<file path="src/rtl/cbl_fetch_queue.sv">
// Fetch front-end: owns the fetch PC, issues in-order instruction-memory requests under a
// credit limit, buffers returned words with their PC in a small FIFO and hands them to decode.
// A redirect flushes the FIFO and marks every in-flight response for discard.
module cbl_fetch_queue #(
    parameter int unsigned INSTR_WIDTH     = 32,
    parameter int unsigned NUM_INSTR       = 16,
    parameter int unsigned QUEUE_DEPTH     = 4,
    parameter int unsigned MAX_OUTSTANDING = 2,
    parameter int unsigned RESET_PC        = 0,
    localparam int unsigned PC_WIDTH       = $clog2(NUM_INSTR),
    localparam int unsigned CNT_WIDTH      = $clog2(QUEUE_DEPTH + 1)
) (
    input  logic                   clk,
    input  logic                   rst,
    input  logic                   i_redirect,
    input  logic [PC_WIDTH-1:0]    i_redirect_pc,
    output logic                   o_mem_req,
    output logic [PC_WIDTH-1:0]    o_mem_addr,
    input  logic                   i_mem_ready,
    input  logic                   i_mem_valid,
    input  logic [INSTR_WIDTH-1:0] i_mem_data,
    output logic                   o_valid,
    output logic [INSTR_WIDTH-1:0] o_instruction,
    output logic [PC_WIDTH-1:0]    o_pc,
    input  logic                   i_ready,
    output logic [CNT_WIDTH-1:0]   o_count,
    output logic                   o_err
);

    localparam int unsigned PTR_WIDTH = $clog2(QUEUE_DEPTH);
    localparam int unsigned OUT_WIDTH = $clog2(MAX_OUTSTANDING + 1);

    logic [PC_WIDTH-1:0]    fetch_pc_q, fetch_pc_d;
    logic [PC_WIDTH-1:0]    resp_pc_q, resp_pc_d;
    logic [PTR_WIDTH-1:0]   rd_ptr_q, rd_ptr_d;
    logic [PTR_WIDTH-1:0]   wr_ptr_q, wr_ptr_d;
    logic [CNT_WIDTH-1:0]   count_q, count_d;
    logic [OUT_WIDTH-1:0]   outstanding_q, outstanding_d;
    logic [OUT_WIDTH-1:0]   discard_q, discard_d;
    logic                   err_q, err_d;
    logic [INSTR_WIDTH-1:0] fifo_instr_q [QUEUE_DEPTH];
    logic [PC_WIDTH-1:0]    fifo_pc_q    [QUEUE_DEPTH];

    logic        mem_req;
    logic        accept;
    logic        resp;
    logic        push;
    logic        pop;
    logic [31:0] credit_used;

    function automatic logic [PC_WIDTH-1:0] pc_inc(input logic [PC_WIDTH-1:0] pc);
        return (pc == PC_WIDTH'(NUM_INSTR - 1)) ? '0 : pc + PC_WIDTH'(1);
    endfunction

    function automatic logic [PTR_WIDTH-1:0] ptr_inc(input logic [PTR_WIDTH-1:0] ptr);
        return (ptr == PTR_WIDTH'(QUEUE_DEPTH - 1)) ? '0 : ptr + PTR_WIDTH'(1);
    endfunction

    // Handshake decode and next-state for all control counters.
    always_comb begin
        credit_used = 32'(count_q) + 32'(outstanding_q);
        // Queued plus in-flight never exceeds depth, so responses never need backpressure.
        mem_req     = rst && !i_redirect && (credit_used < QUEUE_DEPTH)
                      && (32'(outstanding_q) < MAX_OUTSTANDING);
        accept      = mem_req && i_mem_ready;
        resp        = i_mem_valid && (outstanding_q != '0);
        push        = resp && (discard_q == '0) && !i_redirect;
        pop         = (count_q != '0) && i_ready && !i_redirect;

        fetch_pc_d    = fetch_pc_q;
        resp_pc_d     = resp_pc_q;
        rd_ptr_d      = rd_ptr_q;
        wr_ptr_d      = wr_ptr_q;
        count_d       = count_q;
        outstanding_d = outstanding_q + OUT_WIDTH'(accept) - OUT_WIDTH'(resp);
        discard_d     = discard_q;
        err_d         = err_q || (i_mem_valid && (outstanding_q == '0));

        if (i_redirect) begin
            fetch_pc_d = i_redirect_pc;
            resp_pc_d  = i_redirect_pc;
            rd_ptr_d   = '0;
            wr_ptr_d   = '0;
            count_d    = '0;
            // Everything still in flight after this cycle belongs to the old path.
            discard_d  = outstanding_q - OUT_WIDTH'(resp);
        end else begin
            if (accept) fetch_pc_d = pc_inc(fetch_pc_q);
            if (push) begin
                resp_pc_d = pc_inc(resp_pc_q);
                wr_ptr_d  = ptr_inc(wr_ptr_q);
            end
            if (pop) rd_ptr_d = ptr_inc(rd_ptr_q);
            if (resp && (discard_q != '0)) discard_d = discard_q - OUT_WIDTH'(1);
            count_d = count_q + CNT_WIDTH'(push) - CNT_WIDTH'(pop);
        end
    end

    // Control state register.
    always_ff @(posedge clk or negedge rst) begin
        if (!rst) begin
            fetch_pc_q    <= PC_WIDTH'(RESET_PC);
            resp_pc_q     <= PC_WIDTH'(RESET_PC);
            rd_ptr_q      <= '0;
            wr_ptr_q      <= '0;
            count_q       <= '0;
            outstanding_q <= '0;
            discard_q     <= '0;
            err_q         <= 1'b0;
        end else begin
            fetch_pc_q    <= fetch_pc_d;
            resp_pc_q     <= resp_pc_d;
            rd_ptr_q      <= rd_ptr_d;
            wr_ptr_q      <= wr_ptr_d;
            count_q       <= count_d;
            outstanding_q <= outstanding_d;
            discard_q     <= discard_d;
            err_q         <= err_d;
        end
    end

    // FIFO storage: word and its PC written together on push.
    always_ff @(posedge clk or negedge rst) begin
        if (!rst) begin
            for (int i = 0; i < int'(QUEUE_DEPTH); i++) begin
                fifo_instr_q[i] <= '0;
                fifo_pc_q[i]    <= '0;
            end
        end else if (push) begin
            fifo_instr_q[wr_ptr_q] <= i_mem_data;
            fifo_pc_q[wr_ptr_q]    <= resp_pc_q;
        end
    end

    // Outputs: head fields are zeroed when empty so stale entries never leak out.
    always_comb begin
        o_mem_req     = mem_req;
        o_mem_addr    = fetch_pc_q;
        o_valid       = (count_q != '0);
        o_instruction = o_valid ? fifo_instr_q[rd_ptr_q] : '0;
        o_pc          = o_valid ? fifo_pc_q[rd_ptr_q] : '0;
        o_count       = count_q;
        o_err         = err_q;
    end

    a_counters_bounded : assert property (@(posedge clk) disable iff (!rst)
        (outstanding_q <= OUT_WIDTH'(MAX_OUTSTANDING)) && (discard_q <= outstanding_q));

endmodule

</file>
<file path="config.mk">
export PLATFORM = sky130hd
export DESIGN_NAME = cbl_fetch_queue
export DESIGN_NICKNAME = d
export VERILOG_FILES = /design/src/rtl/cbl_fetch_queue.sv
export SDC_FILE = /design/constraint.sdc
export NUM_CORES = 1
export LEC_CHECK = 0
export ABC_CLOCK_PERIOD_IN_PS = 2300
export BUFFER_PORTS_ARGS = -buffer_cell sky130_fd_sc_hd__buf_2
export CAP_MARGIN = 20
export CORE_AREA = 2 2 178 180
export CTS_BUF_LIST = sky130_fd_sc_hd__clkbuf_4 sky130_fd_sc_hd__clkbuf_8
export DETAILED_ROUTE_END_ITERATION = 8
export DIE_AREA = 0 0 180 182
export PLACE_DENSITY = 0.49
export SETUP_SLACK_MARGIN = 0.1
export SKIP_CTS_REPAIR_TIMING = 1
export SLEW_MARGIN = 20
export SYNTH_ARGS = -nofsm -noshare
export SYNTH_HDL_FRONTEND = slang
export SYNTH_SLANG_ARGS = --single-unit
</file>
<file path="constraint.sdc">
create_clock -name clk -period 2.3 [get_ports clk]
set_input_delay 0 -clock clk [delete_from_list [all_inputs] [get_ports clk]]
set_output_delay 0 -clock clk [all_outputs]
set_load 0.01 [all_outputs]
</file>
Word level (Yosys, flattened, before mapping)
Index checks and enable logic that the tools add are counted.
- register bits after elaboration: 164
- output and inout port bits: 46
- word-level logic and storage cells: 90
- add/sub/neg operators: 11
- order comparisons: 5
- eq/ne operators: 4
- multiplexer cells: 29
- bitwise logic cells: 2
- reduce and logical (&&, ||, !) cells: 23
- operators with widths (operator ; number):
    $bwmux 128 ; 1
    $mux 32 ; 4
    $bmux 32 s2 ; 1
    $demux 32 s2 ; 1
    $mux 4 ; 10
    $bwmux 16 ; 1
    $mux 2 ; 8
    $logic_and 1x1->1 ; 12
    $reduce_bool 2->1 ; 6
    $add 4x1->4 const B ; 2
    $bmux 4 s2 ; 1
    $demux 4 s2 ; 1
    $eq 4x4->1 const B ; 2
    $ge 3x3->1 const B ; 2
    $not 2->3 ; 2
    $add 2x1->2 const B ; 2
    $add 3x2->4 ; 1
    $eq 2x2->1 const B ; 2
    $logic_not 2->1 ; 2
    $lt 4x3->1 const B ; 1
    $sub 2x1->2 ; 2
    $add 3x1->3 ; 1
    $lt 3x1->1 const B ; 1
    $mux 3 ; 1
    7 further kinds ; 7

Depth between registers and ports, before layout
Gate-level depths: netlist (run 1).
- depth in word-level cells: 7
- gate-level depth with buffers: 12
- mapped depth without buffers: 12

Worst setup path before layout (run 1)
OpenSTA, ideal clock, no wires.
- path kind: register to register
- start point: reg discard_q[0]
- end point: reg count_q[2], in the netlist o_count[2]
- setup time: 0.131 ns
- arrival: 2.364 ns
- setup slack: -0.195 ns
- cell stages (with the launch flop): 13
- buffers on the path: 0
- period minus slack after synthesis: 2.495 ns
- path through: dfrtp_1 -> inv_1 -> ha_1 -> nor3b_4 -> inv_1 -> ha_1 -> inv_1 -> ha_1 -> inv_1 -> fa_1 -> xor2_1 -> xnor2_1 -> nor2_1
- longest elaborated chain between the ends: 6
- RTL lines (element ; line ; text):
    start: declaration ; 39 ; logic [OUT_WIDTH-1:0] discard_q, discard_d;
    start signal: assignment ; 117 ; discard_q <= discard_d;
    $logic_not 2->1 ; 67 ; push = resp && (discard_q == '0) && !i_redirect;
    $logic_and 1x1->1 (2 in a row) ; 67 ;
    $add 3x1->3 ; 95 ; count_d = count_q + CNT_WIDTH'(push) - CNT_WIDTH'(pop);
    $sub 3x1->3 ; 95 ;
    $mux 3 ; 79 ; if (i_redirect) begin
    named net count_d[2] ; 37 ; logic [CNT_WIDTH-1:0] count_q, count_d;
    end signal: assignment ; 115 ; count_q <= count_d;
    end: declaration ; 37 ;
The timed path passes the listed nets, and every way through them passes these cells.
A chain may end at the register's enable or synchronous reset.

Worst setup path in the final report (run 1)
- start point: reg count_q[0], in the netlist o_count[0]
- end point: reg count_q[2], in the netlist o_count[2]
- longest elaborated chain between the ends: 5
- RTL lines (element ; line):
    parallel branches: the longest is 3 deep, another holds $add 3x1->3 ; n/a
    $sub 3x1->3 * ; 95
    $mux 3 * ; 79
    named net count_d[2] ; 37
Mark *: on every way through the listed nets, which the timed path passes.

==> flow_summary.ini, run 1 <==
[timing]
setup_viol = 0
min_period_over_period = 0.977
skew_ns = 0.0237
tightest_slew_ns = 0.814
finalSetupTns_ns = 0
maxSlewViolCount = 0
hold_viol = 0
max_freq_ghz = 0.445
rsz0062_at_grt = true
relSlewSlack = 0.458
period_minus_slack_ns = 2.25

[clock_network]
cts.path.max_buffers = 2
cts-buffers-inserted = 17
clockRootBuffer = clkbuf_8
ctsHtreeMaxLevel = 4
cts.sinks = 164
cts_tree = built
clk_latency_ns = 0.46
clkTransAtPathRegs_ns = 0.10

[power_and_ir_drop]
power_frac_seq = 0.406
pwr_density_cell_mw_per_mm2 = 994
combPwrFrac = 0.360
irDropWorstVdd_mv = 0.364
internal-power_mw = 6.48
switchingPower_mw = 3.08
power_frac_clock = 0.234
switching_share = 0.322
p_leak_nw = 4.64

[global_routing]
gr-usage-all-layers = 0.115
antenna_found_initial = 0
grt_max_degree = 64
grt_pass1_wl_um = 29000
grt_pass1_vias = 5264
grt_overflow = 0

[floorplan]
row_count = 65
start_util = 0.246
io_pins = 88
die-area_mm2 = 0.0328
core_mm2 = 0.0310
die_width_um = 180
die_y_um = 182

[synthesis]
ys_top_cells_by_count = dfrtp_1 (164), mux2_2 (136), and2_1 (36), mux4_2 (36), buf_2 (15)
yosys_warnings = 0
synth_edf_count = 0
synth_top_area_cell = dfrtp_1
synth_area_leaders = dfrtp_1 (54%), mux2_2 (20%), mux4_2 (11%)
avgSynthCellArea_um2 = 14.9
ys.flop_type = dfrtp_1
synth_cell_type_count = 41
synth_fp_nets = 568
synth.most_common_cell = dfrtp_1
synth-seq-cells = 164
synthArstFlopShare = 1.00
ys_seq_area_frac = 0.538
synth.top_cell.area_share = 0.538
synthCells = 511
netlist_area_mm2 = 0.00762

[outcome]
status = completed

[layout]
filler_cell_count = 3111
antenna_cells = 0
postLayoutCellArea_mm2 = 0.00961
syn_to_final_growth_pct = 26.1
finalNetCount = 718
drive_gt1_frac = 0.499

[worst_setup_path]
cp.required_ns = 2.64
cp-end-kind = register
worstPathArrival_ns = 2.59
crit_type = register to register
startpoint_type = register
crit_fanout = 2

[drt]
ant_nets = 0
drc = 0
drtIter0Drc = 184
wl_um = 18300
via_per_inst = 4.41
avgRoutedWirePerCell_um = 17.0
firstDrtPassIters = 4
via_count = 4745

[placed_design]
portBuffers = 87
place_area_mm2 = 0.00872
gp_congestion = 0.736
dp.final_hpwl_um = 12000

[worst_hold_path]
worstHoldPathType = input port to register

[run]
cap_violations = 0
critical path: stages (launching register included):
cell     delay, ns
dfrtp_1       0.40
or3_4         0.38
nand2_2       0.07
nor2_1        0.04
ha_1          0.28
inv_1         0.06
ha_1          0.13
inv_1         0.05
fa_2          0.35
xor2_2        0.19
xnor2_1       0.13
nor2_1        0.05
worst paths after layout:
path	end	depth (start not counted)	startpoint	slack [ns]
worst max-delay path	o_count[2]$_DFF_PN0_	11	o_count[0]$_DFF_PN0_	0.05
max in group asynchronous	fifo_instr_q[33]$_DFFE_PN0P_	4	rst	0.94
worst min-delay path	o_mem_addr[2]$_DFFE_PN0P_	4	i_mem_ready	0.02
worst min register to register	o_err$_DFF_PN0_	1	o_err$_DFF_PN0_	0.46
worst max register to register	o_count[2]$_DFF_PN0_	11	o_count[0]$_DFF_PN0_	0.05
min in group asynchronous	fifo_instr_q[99]$_DFFE_PN0P_	3	rst	0.22
state kept, by name, summed over array words and instances, names as in the netlist:
signal,count
outstanding_q,2
o_err,1
o_mem_addr,4
discard_q,2
rd_ptr_q,2
fifo_instr_q,128
o_count,3
fifo_pc_q,16
wr_ptr_q,2
resp_pc_q,4
cells in the final DEF (no fill, tap or decap), types with 2 or more instances in the layout:
cell type,count
mux2_1,8
xnor2_1,5
dfrtp_2,2
ha_1,13
nand2_1,4
a21oi_1,6
a211oi_1,2
clkbuf_8,19
o21ai_0,2
mux2_2,136
inv_6,6
bufinv_16,2
inv_8,2
inv_2,2
nand2_4,4
inv_1,10
mux2i_1,4
nand3_1,4
nor3_1,6
buf_4,24
buf_2,86
a21boi_0,2
nor2b_1,3
clkinv_4,2
buf_12,6
nor2_1,14
dfrtp_1,162
and3_1,2
dlygate4sd3_1,41
and2_1,36
mux4_2,36
o311ai_0,2
final cells by class:
class / instances / area, µm² / share of cell area
flip-flops and latches: 164 / 4110 / 0.427
multi-input cells: 307 / 3380 / 0.351
repair buffers: 158 / 1150 / 0.120
well taps: 402 / 503 / 0.0524
clock buffers: 19 / 262 / 0.0272
clock inverters: 13 / 160 / 0.0167
inverters: 13 / 48.8 / 0.00508
power by group through the flow:
stage | Sequential [mW] | Combinational (mW) | Clock [mW]
after detailed placement | 3.94 | 3.43 | 0
after floorplan | 3.84 | 2.24 | 0
final | 3.88 | 3.44 | 2.23
after global routing | 3.97 | 3.80 | 2.45
after CTS | 3.88 | 3.45 | 2.34
after global placement | 3.87 | 3.33 | 0
cells by family after synthesis:
kind of cell,Yosys count,synth area share
xor+xnor,6,0.00689
compound gates,22,0.0199
buf+inv,40,0.0227
mux,184,0.324
flops,164,0.538
simple gates,80,0.0622
fa+ha+maj,15,0.0256
layer usage:
metal	GRT usage	wire [µm]	part of all wire
met1	0.138	8020	0.44
met2	0.207	9620	0.52
met3	0.0267	481	0.026
met4	0.0319	219	0.012
met5	0	0	0
metrics by stage:
step | setup WS (ns) | instances | util | total power [mW] | hold slack (ns)
final | 0.0518 | 1076 | 0.310 | 9.55 | 0.0200
after CTS | 0.00399 | 1030 | 0.295 | 9.67 | -0.702
after floorplan | -0.0701 | 511 | - | 6.08 | -0.296
after global routing | -0.0810 | 1076 | 0.310 | 10.2 | 0.0194
after detailed placement | 0.0342 | 998 | 0.282 | 7.38 | -0.192
after global placement | 0.104 | 998 | 0.282 | 7.20 | -0.190
Note: power is estimated with default switching activity, not from simulation.
==> run 2, diff against run 1 <==
==> constraint.sdc (replaced) <==
create_clock -name clk -period 2.3 [get_ports clk]
set_input_delay 0.23 -clock clk [delete_from_list [all_inputs] [get_ports clk]]
set_output_delay 0.23 -clock clk [all_outputs]
set_load 0.01 [all_outputs]
==> flow_summary.ini, run 2 (same netlist as run 1, synthesis figures left out) <==
[timing]
tightest_slew_ns = 0.928
setup_viol = 0
period_minus_slack_ns = 2.26
maxSlewViolCount = 0
skew_ns = 0.0163
setup_ws_ns = 0.0392
relSlewSlack = 0.381
max_freq_ghz = 0.442
hold_viol = 0
rsz0062_at_grt = true
min_period_over_period = 0.983

[floorplan]
die-area_mm2 = 0.0328
start_util = 0.246
die_y_um = 182
io_pins = 88
die_width_um = 180
core_mm2 = 0.0310
row_count = 65

[power_and_ir_drop]
pwr_density_cell_mw_per_mm2 = 1070
irDropWorstVdd_mv = 0.345
finalPower_mw = 10.1
p_leak_nw = 4.55

[worst_setup_path]
crit_chain = buf_4 -> clkbuf_16 -> mux4_2 -> and2_1 -> buf_2
reg2reg_setup_slack_ns = 0.06
crit_family = flip-flops
startpoint_type = register
worstPathArrival_ns = 2.03
crit_type = register to output port
crit_buf_inv = 3
cp.required_ns = 2.07
critical-path-max-stage-delay_ns = 0.49
cp-end-kind = output port
critPathSlowestCell = dfrtp_4
crit_fanout = 4

[clock_network]
clk_latency_ns = 0.46
cts.path.max_buffers = 2
cts-buffers-inserted = 17
cts_tree = built
cts.sinks = 164
clockRootBuffer = clkbuf_8
clkTransAtPathRegs_ns = 0.09
ctsHtreeMaxLevel = 4

[drt]
drc = 0
via_per_inst = 4.51
drtIter0Drc = 163
via_count = 4681
wl_um = 19300
avgRoutedWirePerCell_um = 18.6
firstDrtPassIters = 4
ant_nets = 0

[layout]
syn_to_final_growth_pct = 24.5
filler_cell_count = 3089
fin_util = 0.306
drive_gt1_frac = 0.565
finalNetCount = 681
mostFrequentLayoutCell = dfrtp_1
fin_cells = 1039
top_regs = fifo_instr_q (128), fifo_pc_q (16)
regMostFlops = fifo_instr_q
final_cell_mix = dfrtp_1 (161), mux2_2 (136), buf_2 (74), mux4_2 (36), and2_1 (22)
antenna_cells = 0
largest_reg_flops = 128
postLayoutCellArea_mm2 = 0.00949

[placed_design]
portBuffers = 87
dp_slack_ns = 0.0536
dp.final_hpwl_um = 11900
place_inst = 995
gp_congestion = 0.734
place_area_mm2 = 0.00870

[global_routing]
grt_overflow = 0
grt_pass1_wl_um = 29200
antenna_found_initial = 0
grt_max_degree = 72
gr-usage-all-layers = 0.116
grt_pass1_vias = 5246

[outcome]
status = completed

[worst_hold_path]
worstHoldPathType = input port to register

[run]
cap_violations = 0
-- run 2: worst min-delay path, delay by kind of cell --
| kind | cells | cell delay (ns) |
|---|---|---|
| buffers and inverters | 1 | 0.07 |
| AND/OR/NAND/NOR | 1 | 0.04 |
| AO/OA/AOI/OAI | 1 | 0.10 |
-- run 2: path summary, 6_finish.rpt --
path	startpoint	endpoint	depth (start not counted)
worst max-delay path	rd_ptr_q[0]$_DFFE_PN0P_	o_instruction[20]	5
worst min-delay path	i_redirect_pc[1]	resp_pc_q[1]$_DFFE_PN0P_	3
worst max register to register	o_count[0]$_DFF_PN0_	o_count[2]$_DFF_PN0_	11
worst min register to register	o_err$_DFF_PN0_	o_err$_DFF_PN0_	1
max in group asynchronous	rst	fifo_instr_q[127]$_DFFE_PN0P_	4
min in group asynchronous	rst	fifo_instr_q[17]$_DFFE_PN0P_	3
-- run 2: final cells by class --
type,count,area [µm²],share of cell area
multi-input combinational,307,3460,0.364
tap,402,503,0.0530
inverter,13,48.8,0.00514
sequential,164,4110,0.433
clock buffer,18,248,0.0261
timing repair buffer,121,950,0.100
clock inverter,14,175,0.0185
-- run 2: layer usage --
metal  track usage  vias up  share of wire
li1              -     2083              -
met1         0.138     2499           0.43
met2         0.210       81           0.53
met3        0.0247       18          0.030
met4        0.0361        0          0.013
met5             0        -              0
-- run 2: stage by stage --
| stage | setup TNS (ns) | hold slack (ns) |
|---|---|---|
| after floorplan | -0.0701 | -0.0656 |
| after global placement | 0 | 0.360 |
| after detailed placement | 0 | 0.373 |
| after CTS | -2.82 | -0.139 |
| after global routing | -0.490 | 0.000627 |
| final | 0 | 0.0334 |
-- run 2: power breakdown --
part	total, mW	switching [mW]	internal, mW
clock network	2.25	1.13	1.12
logic	3.96	1.73	2.24
registers	3.90	0.373	3.53
total	10.1	3.23	6.88
